**src/rtl/pdes_pkg.sv**
```systemverilog
// Shared definitions for the PDES event scheduling controller:
// message layout helpers, null-message detection and the controller state encoding.
package pdes_pkg;

    // Widest message the helper functions handle; callers zero-extend into this width.
    localparam int MSG_MAX = 64;

    // Default field widths used by the controller parameters.
    localparam int DEF_TIME_WID = 16;
    localparam int DEF_NB_LPID  = 5;
    localparam int DEF_MSG_WID  = 32;

    // Field layout for the default widths: time at the bottom, LP id above it, cancel bit on top.
    localparam int TIME_LSB   = 0;
    localparam int LP_LSB     = DEF_TIME_WID;
    localparam int CANCEL_BIT = DEF_TIME_WID + DEF_NB_LPID;

    // Null message (cancel=1, LP=0, time=0) for the default widths.
    localparam logic [DEF_MSG_WID-1:0] NULL_MSG = 32'h0020_0000;

    // Controller states.
    typedef enum logic [2:0] {
        ST_IDLE   = 3'd0,
        ST_INIT   = 3'd1,
        ST_RUN    = 3'd2,
        ST_DRAIN  = 3'd3,
        ST_FINISH = 3'd4
    } state_e;

    // Null message for arbitrary field widths: only the cancel bit set.
    function automatic logic [MSG_MAX-1:0] null_msg(input int time_wid, input int lpid_wid);
        null_msg = {{(MSG_MAX-1){1'b0}}, 1'b1} << (time_wid + lpid_wid);
    endfunction

    // True when msg is the null message; such offers are acknowledged but never queued.
    function automatic logic is_null(input logic [MSG_MAX-1:0] msg, input int time_wid,
                                     input int lpid_wid);
        is_null = (msg == null_msg(time_wid, lpid_wid));
    endfunction

endpackage

```
**src/rtl/rr_arb.sv**
```systemverilog
// Round-robin arbiter: combinational grant starting from a rotating pointer.
// The pointer moves one past the winner only when adv is asserted with a live grant.
module rr_arb #(
    parameter int NR = 4,
    localparam int IW = (NR > 1) ? $clog2(NR) : 1
) (
    input  logic          clk,
    input  logic          rst_n,
    input  logic [NR-1:0] req,
    input  logic          adv,
    output logic [NR-1:0] gnt_onehot,
    output logic [IW-1:0] gnt_idx,
    output logic          any
);

    localparam logic [IW:0] NR_W = (IW+1)'(NR);

    logic [IW-1:0] ptr_q, ptr_d;
    logic [IW:0]   sum_s;
    logic [IW:0]   pos_s;
    logic          take_s;
    logic          found_s;

    // Scan requesters from the pointer upward (with wrap) and grant the first one.
    always_comb begin
        gnt_onehot = '0;
        gnt_idx    = '0;
        found_s    = 1'b0;
        sum_s      = '0;
        pos_s      = '0;
        take_s     = 1'b0;
        for (int k = 0; k < NR; k++) begin
            sum_s  = {1'b0, ptr_q} + (IW+1)'(k);
            pos_s  = (sum_s >= NR_W) ? (sum_s - NR_W) : sum_s;
            take_s = !found_s && req[pos_s[IW-1:0]];
            gnt_onehot[pos_s[IW-1:0]] = gnt_onehot[pos_s[IW-1:0]] | take_s;
            gnt_idx = take_s ? pos_s[IW-1:0] : gnt_idx;
            found_s = found_s | take_s;
        end
        any = |req;
    end

    // Next pointer: one past the winner on an actual grant, otherwise unchanged.
    always_comb begin
        if (adv && any) begin
            ptr_d = (gnt_idx == IW'(NR-1)) ? '0 : gnt_idx + IW'(1);
        end else begin
            ptr_d = ptr_q;
        end
    end

    // Pointer register.
    always_ff @(posedge clk or negedge rst_n) begin
        if (!rst_n) begin
            ptr_q <= '0;
        end else begin
            ptr_q <= ptr_d;
        end
    end

endmodule

```
**src/rtl/pdes_sched_ctrl.sv**
```systemverilog
// Event scheduling controller for the PDES/PHOLD engine. Seeds the external
// priority queue with one event per LP, then each cycle either enqueues one
// core-generated event or dispatches the queue head to an idle core. Tracks
// GVT, throttles optimism with a time window and ends the run with a drain.
module pdes_sched_ctrl
    import pdes_pkg::*;
#(
    parameter int NUM_CORE = 16,
    parameter int NUM_LP   = 32,
    parameter int NB_LPID  = DEF_NB_LPID,
    parameter int TIME_WID = DEF_TIME_WID,
    parameter int MSG_WID  = DEF_MSG_WID,
    parameter int CNT_WID  = 32
) (
    input  logic                         clk,
    input  logic                         rst_n,
    input  logic                         start,
    input  logic [TIME_WID-1:0]          sim_end_time,
    input  logic [TIME_WID-1:0]          window,
    input  logic [NUM_CORE-1:0]          core_ready,
    output logic [NUM_CORE-1:0]          core_evt_vld,
    output logic [MSG_WID-1:0]           core_evt_data,
    input  logic [NUM_CORE-1:0]          core_new_vld,
    input  logic [NUM_CORE*MSG_WID-1:0]  core_new_data,
    output logic [NUM_CORE-1:0]          core_new_ack,
    input  logic [NUM_CORE-1:0]          core_busy,
    input  logic [NUM_CORE*TIME_WID-1:0] core_time,
    output logic                         q_enq,
    output logic [MSG_WID-1:0]           q_enq_data,
    output logic                         q_deq,
    input  logic [MSG_WID-1:0]           q_head,
    input  logic                         q_empty,
    input  logic                         q_full,
    output logic [TIME_WID-1:0]          gvt,
    output logic                         done,
    output logic                         running,
    output logic                         err,
    output logic [CNT_WID-1:0]           n_dispatched
);

    localparam int CIW = (NUM_CORE > 1) ? $clog2(NUM_CORE) : 1;
    localparam logic [NB_LPID-1:0] LAST_LP = NB_LPID'(NUM_LP - 1);

    state_e              state_q, state_d;
    logic [NB_LPID-1:0]  init_cnt_q, init_cnt_d;
    logic [TIME_WID-1:0] gvt_q, gvt_d;
    logic                err_q, err_d;
    logic                done_q, done_d;
    logic                running_q, running_d;
    logic [CNT_WID-1:0]  n_disp_q, n_disp_d;

    logic                active_s;
    logic                run_over_s;
    logic [NUM_CORE-1:0] req_a_s, gnt_a_s, req_b_s, gnt_b_s;
    logic [CIW-1:0]      idx_a_s, idx_b_unused_s;
    logic                any_a_s, any_b_s;
    logic [MSG_WID-1:0]  enq_src_s;
    logic [TIME_WID-1:0] head_time_s;
    logic [TIME_WID:0]   win_lim_s;
    logic                win_ok_s;
    logic                disp_ok_s;
    logic [TIME_WID-1:0] cand_s;
    logic                cand_vld_s;
    logic                gvt_regress_s;

    assign active_s    = (state_q == ST_RUN) || (state_q == ST_DRAIN);
    assign run_over_s  = (gvt_q > sim_end_time);
    assign head_time_s = q_head[TIME_WID-1:0];

    // Window limit is formed one bit wider so gvt+window never wraps.
    assign win_lim_s = {1'b0, gvt_q} + {1'b0, window};
    assign win_ok_s  = (window == '0) || ({1'b0, head_time_s} < win_lim_s);

    // Enqueue has priority; dispatch only in RUN, before the end time, and within the window.
    assign req_a_s   = core_new_vld & {NUM_CORE{active_s & ~q_full}};
    assign disp_ok_s = (state_q == ST_RUN) && !run_over_s && !any_a_s && !q_empty && win_ok_s;
    assign req_b_s   = core_ready & {NUM_CORE{disp_ok_s}};

    rr_arb #(.NR(NUM_CORE)) u_arb_a (
        .clk        (clk),
        .rst_n      (rst_n),
        .req        (req_a_s),
        .adv        (any_a_s),
        .gnt_onehot (gnt_a_s),
        .gnt_idx    (idx_a_s),
        .any        (any_a_s)
    );

    rr_arb #(.NR(NUM_CORE)) u_arb_b (
        .clk        (clk),
        .rst_n      (rst_n),
        .req        (req_b_s),
        .adv        (any_b_s),
        .gnt_onehot (gnt_b_s),
        .gnt_idx    (idx_b_unused_s),
        .any        (any_b_s)
    );

    assign enq_src_s     = core_new_data[idx_a_s*MSG_WID +: MSG_WID];
    assign core_new_ack  = gnt_a_s;
    assign core_evt_vld  = gnt_b_s;
    assign core_evt_data = q_head;
    assign q_deq         = any_b_s;

    // Queue write port: seeding events during INIT, granted non-null offers otherwise.
    always_comb begin
        q_enq      = 1'b0;
        q_enq_data = '0;
        if (state_q == ST_INIT) begin
            q_enq                         = 1'b1;
            q_enq_data[TIME_WID +: NB_LPID] = init_cnt_q;
        end else begin
            q_enq      = any_a_s && !is_null(MSG_MAX'(enq_src_s), TIME_WID, NB_LPID);
            q_enq_data = enq_src_s;
        end
    end

    // GVT candidate: minimum timestamp over busy cores and the non-empty queue head.
    always_comb begin
        cand_s     = '1;
        cand_vld_s = 1'b0;
        for (int i = 0; i < NUM_CORE; i++) begin
            cand_s = (core_busy[i] && (!cand_vld_s || core_time[i*TIME_WID +: TIME_WID] < cand_s))
                     ? core_time[i*TIME_WID +: TIME_WID] : cand_s;
            cand_vld_s = cand_vld_s | core_busy[i];
        end
        cand_s        = (!q_empty && (!cand_vld_s || head_time_s < cand_s)) ? head_time_s : cand_s;
        cand_vld_s    = cand_vld_s | !q_empty;
        gvt_regress_s = cand_vld_s && (cand_s < gvt_q);
    end

    // Controller next-state, seeding counter, GVT, error and dispatch counter.
    always_comb begin
        state_d    = state_q;
        init_cnt_d = init_cnt_q;
        gvt_d      = gvt_q;
        err_d      = err_q;
        n_disp_d   = n_disp_q;
        case (state_q)
            ST_IDLE: begin
                if (start) begin
                    state_d    = ST_INIT;
                    init_cnt_d = '0;
                    gvt_d      = '0;
                    err_d      = 1'b0;
                    n_disp_d   = '0;
                end else begin
                    state_d = ST_IDLE;
                end
            end
            ST_INIT: begin
                if (q_full) begin
                    err_d = 1'b1;
                end else if (init_cnt_q == LAST_LP) begin
                    state_d    = ST_RUN;
                    init_cnt_d = '0;
                end else begin
                    init_cnt_d = init_cnt_q + NB_LPID'(1);
                end
            end
            ST_RUN: begin
                gvt_d    = (cand_vld_s && !gvt_regress_s) ? cand_s : gvt_q;
                err_d    = err_q | gvt_regress_s;
                n_disp_d = n_disp_q + {{(CNT_WID-1){1'b0}}, any_b_s};
                if (run_over_s) begin
                    state_d = ST_DRAIN;
                end else begin
                    state_d = ST_RUN;
                end
            end
            ST_DRAIN: begin
                gvt_d = (cand_vld_s && !gvt_regress_s) ? cand_s : gvt_q;
                err_d = err_q | gvt_regress_s;
                if ((core_busy == '0) && (core_new_vld == '0)) begin
                    state_d = ST_FINISH;
                end else begin
                    state_d = ST_DRAIN;
                end
            end
            ST_FINISH: begin
                state_d = ST_IDLE;
            end
            default: begin
                state_d = ST_IDLE;
            end
        endcase
        done_d    = (state_d == ST_FINISH);
        running_d = (state_d == ST_INIT) || (state_d == ST_RUN) || (state_d == ST_DRAIN);
    end

    // Controller registers.
    always_ff @(posedge clk or negedge rst_n) begin
        if (!rst_n) begin
            state_q    <= ST_IDLE;
            init_cnt_q <= '0;
            gvt_q      <= '0;
            err_q      <= 1'b0;
            done_q     <= 1'b0;
            running_q  <= 1'b0;
            n_disp_q   <= '0;
        end else begin
            state_q    <= state_d;
            init_cnt_q <= init_cnt_d;
            gvt_q      <= gvt_d;
            err_q      <= err_d;
            done_q     <= done_d;
            running_q  <= running_d;
            n_disp_q   <= n_disp_d;
        end
    end

    assign gvt          = gvt_q;
    assign err          = err_q;
    assign done         = done_q;
    assign running      = running_q;
    assign n_dispatched = n_disp_q;

endmodule

```
**config.mk**
```make
export PLATFORM = sky130hd
export DESIGN_NAME = pdes_sched_ctrl
export DESIGN_NICKNAME = d
export VERILOG_FILES = /design/src/rtl/pdes_pkg.sv /design/src/rtl/rr_arb.sv /design/src/rtl/pdes_sched_ctrl.sv
export SDC_FILE = /design/constraint.sdc
export NUM_CORES = 2
export LEC_CHECK = 0
export ABC_AREA = 1
export CELL_PAD_IN_SITES_DETAIL_PLACEMENT = 1
export CELL_PAD_IN_SITES_GLOBAL_PLACEMENT = 1
export CORE_AREA = 10 10 395 397
export DETAILED_ROUTE_END_ITERATION = 8
export DIE_AREA = 0 0 405 407
export PLACE_DENSITY_LB_ADDON = 0.08
export SLEW_MARGIN = 20
export SYNTH_ARGS = -nofsm -noshare
export SYNTH_HDL_FRONTEND = slang
export SYNTH_HIERARCHICAL = 1
export SYNTH_SLANG_ARGS = --single-unit
```
**constraint.sdc**
```tcl
create_clock -name clk -period 38.7 [get_ports clk]
set_input_delay 3.87 -clock clk [delete_from_list [all_inputs] [get_ports clk]]
set_output_delay 3.87 -clock clk [all_outputs]
set_load 0.005 [all_outputs]
```
==> flow_metrics.tcl <==
set metrics [dict create \
    outcome "finished clean" \
    cp.arrival_ns 35.83 \
    async_flop_share_pct 100.0 \
    r2r-end "n_dispatched[31]$_DFFE_PN0P_" \
    finalWirelength_um 273900 \
    route.detailed.drc 0 \
    vias 50840 \
    hold_violations 0 \
    cp_slowest_cell "clkdlybuf4s50_1" \
    synthDistinctLibCells 70 \
    grt_max_degree 139 \
    gp_congestion 0.9806 \
    holdBufCountCts 0 \
    finalCriticalPeriod_ns 35.58 \
    r2r_cells 40 \
    syn2layout_area_growth_pct 28.96 \
    clk_pin_slew_worst_paths_ns 0.06 \
    globalRouteOverflowTotal 0 \
    drive_gt1_share_pct 4.921 \
    cts_max_level 3 \
    viasPerCell 5.407 \
    final_core_util_pct 32.43 \
    worstHoldStart "n_dispatched[31]$_DFFE_PN0P_" \
    dpl_cell_area_um2 47380 \
    cts_root_buf "clkbuf_16" \
    clock_skew_ns 0.01451 \
    syn_avg_cell_area_um2 5.514 \
    fmax_ghz 0.02811 \
    grt_pass1_wl_um 382900 \
    post_drt_wl_per_cell_um 29.14 \
    start_kind "input port" \
    stdcell_count 9401 \
    clk_path_buf_depth 2 \
    insertion_delay_ns 0.38 \
    grt_pass1_vias 51040 \
    antenna_found_initial 63 \
    port_buffers 1001 \
    worstMarginPinSlew_ns 1.394 \
    fin_nets 8629 \
    start_util_pct 25.15 \
    final_common_cell "nand2_1" \
    ctsResizeCount 0 \
    ys_ff_latch 67 \
    slowest_delay_ns 0.65 \
    slew_headroom_pct 6.467 \
    num_io_pins 1034 \
    netlist_instances 6726 \
    hold_end "n_dispatched[31]$_DFFE_PN0P_" \
    reg2reg_slack_ns 29.02 \
    path_common_cell "nand2_1" \
    row_count 141 \
    path_class "in -> reg" \
    cts_tree "done" \
    synth_area_um2 37090 \
    period_share_pct 91.93 \
    hold_class "reg -> reg" \
    drtPass1Iterations 5 \
    die_y_um 407 \
    dieArea_um2 164800 \
    synth_edf_count 0 \
    end_kind "flip-flop" \
    dp_hpwl_um 234600 \
    yosysSeqAreaShare_pct 4.521 \
    dp_cells 9352 \
    synth_top_flop_cell "dfrtp_1" \
    rr_startpoint "gvt[2]$_DFFE_PN0P_" \
    cap_violations 0 \
    die_w_um 405 \
    final_cell_mix "1,826 x nand2_1, 1,245 x nand3_1, 1,000 x clkdlybuf4s50_1" \
    path_max_fanout 31 \
    ant_nets 0 \
    crit_required_ns 38.95 \
    postCtsSetupBuffers 0 \
    final_area_um2 47830 \
    yosys_warnings 6 \
    synth_nets 7922 \
    clock_sinks 67 \
    setup_violations 0 \
    holdPathStages 1 \
    slew_viol_final 0 \
    grt_use_total_pct 31.59 \
    coreArea_um2 147500 \
    numCtsBuffers 9 \
    drtIter0Drc 3928 \
]
==> layer usage <==
layer / track usage [%] / vias up / share of wire [%]
li1: - / 24090 / -
met1: 39.82 / 24710 / 42
met2: 53.63 / 1714 / 47
met3: 5.245 / 283 / 6.7
met4: 11.84 / 34 / 4.3
met5: 0 / - / 0.077
==> synthesized netlist by cell type, types with 31 or more instances <==
master,number,area (µm²)
nand2_1,1827,6858
nand3_1,1246,6236
inv_1,710,2665
o21ai_0,484,2422
nor2_1,479,1798
a21oi_1,323,1617
ha_1,310,3879
mux2i_1,148,1481
o211ai_1,142,1066
clkbuf_1,94,352.8
nand2_2,93,581.8
buf_4,91,683.2
nand4_1,79,494.2
buf_6,77,867.1
dfrtp_1,67,1677
nand3_2,60,600.6
buf_2,47,235.2
nor3_1,34,170.2
a211oi_1,32,240.2
o21ai_1,32,160.2
clkbuf_8,31,426.7
nor4_1,31,193.9
==> area by class of cell <==
| class | instances | area, µm² |
|---|---|---|
| inverters | 753 | 2882 |
| clock inverters | 6 | 112.6 |
| diodes | 33 | 82.58 |
| clock buffers | 10 | 239.0 |
| multi-input cells | 5540 | 29890 |
| well taps | 1930 | 2415 |
| flip-flops and latches | 67 | 1684 |
| fillers | 19460 | 99660 |
| repair buffers | 1062 | 10530 |
==> cells by family (layout without fill, tap and decap cells) <==
group | count (synthesis) | after routing | synth area share [%]
other | 0 | 33 | 0
adders and majority gates | 311 | 311 | 10.51
xor gates and xnor gates | 22 | 22 | 0.5601
DFF | 67 | 67 | 4.521
muxes | 148 | 148 | 3.995
buffers and inverters | 1119 | 1831 | 15.11
and+or+nand+nor | 3931 | 3931 | 47.69
AOI/OAI and AO/OA | 1128 | 1128 | 17.60
==> per-stage QoR <==
stage | hold slack, ns | setup WS [ns] | TNS (ns)
2_1_floorplan | 0.4818 | 9.422 | 0
3_3_place_gp | 0.4845 | 3.035 | 0
3_5_place_dp | 0.4872 | 2.158 | 0
4_1_cts | 0.4979 | 2.468 | 0
5_1_grt | 0.5169 | -0.07388 | -0.5163
6_report | 0.4897 | 3.122 | 0
==> registers in the layout, summed over array words and instances (netlist names) <==
name / count
n_dispatched: 32
gvt: 16
init_cnt_q: 5
u_arb_a/ptr_q: 4
u_arb_b/ptr_q: 4
state_q: 3
done: 1
err: 1
running: 1
==> critical path, delay by kind of cell <==
family | cells | cell delay [ns]
compound gates | 62 | 15.37
buf+inv | 3 | 1.29
fa+ha+maj | 17 | 5.31
simple gates | 75 | 9.91
==> how the worst max path moves through the flow <==
stage | slack (ns) | depth (start not counted) | start | end
2_1_floorplan | 9.42 | 194 | core_busy[0] | gvt[13]$_DFFE_PN0P_
3_3_place_gp | 3.04 | 156 | core_busy[0] | gvt[14]$_DFFE_PN0P_
3_5_place_dp | 2.16 | 161 | core_busy[0] | gvt[14]$_DFFE_PN0P_
4_1_cts | 2.47 | 161 | core_busy[0] | gvt[14]$_DFFE_PN0P_
5_1_grt | -0.07 | 162 | core_busy[0] | gvt[14]$_DFFE_PN0P_
6_report | 3.12 | 157 | core_busy[0] | gvt[14]$_DFFE_PN0P_
Power is not shown: default switching activity piles up to over one toggle a cycle in this logic, so the estimate is an artifact.
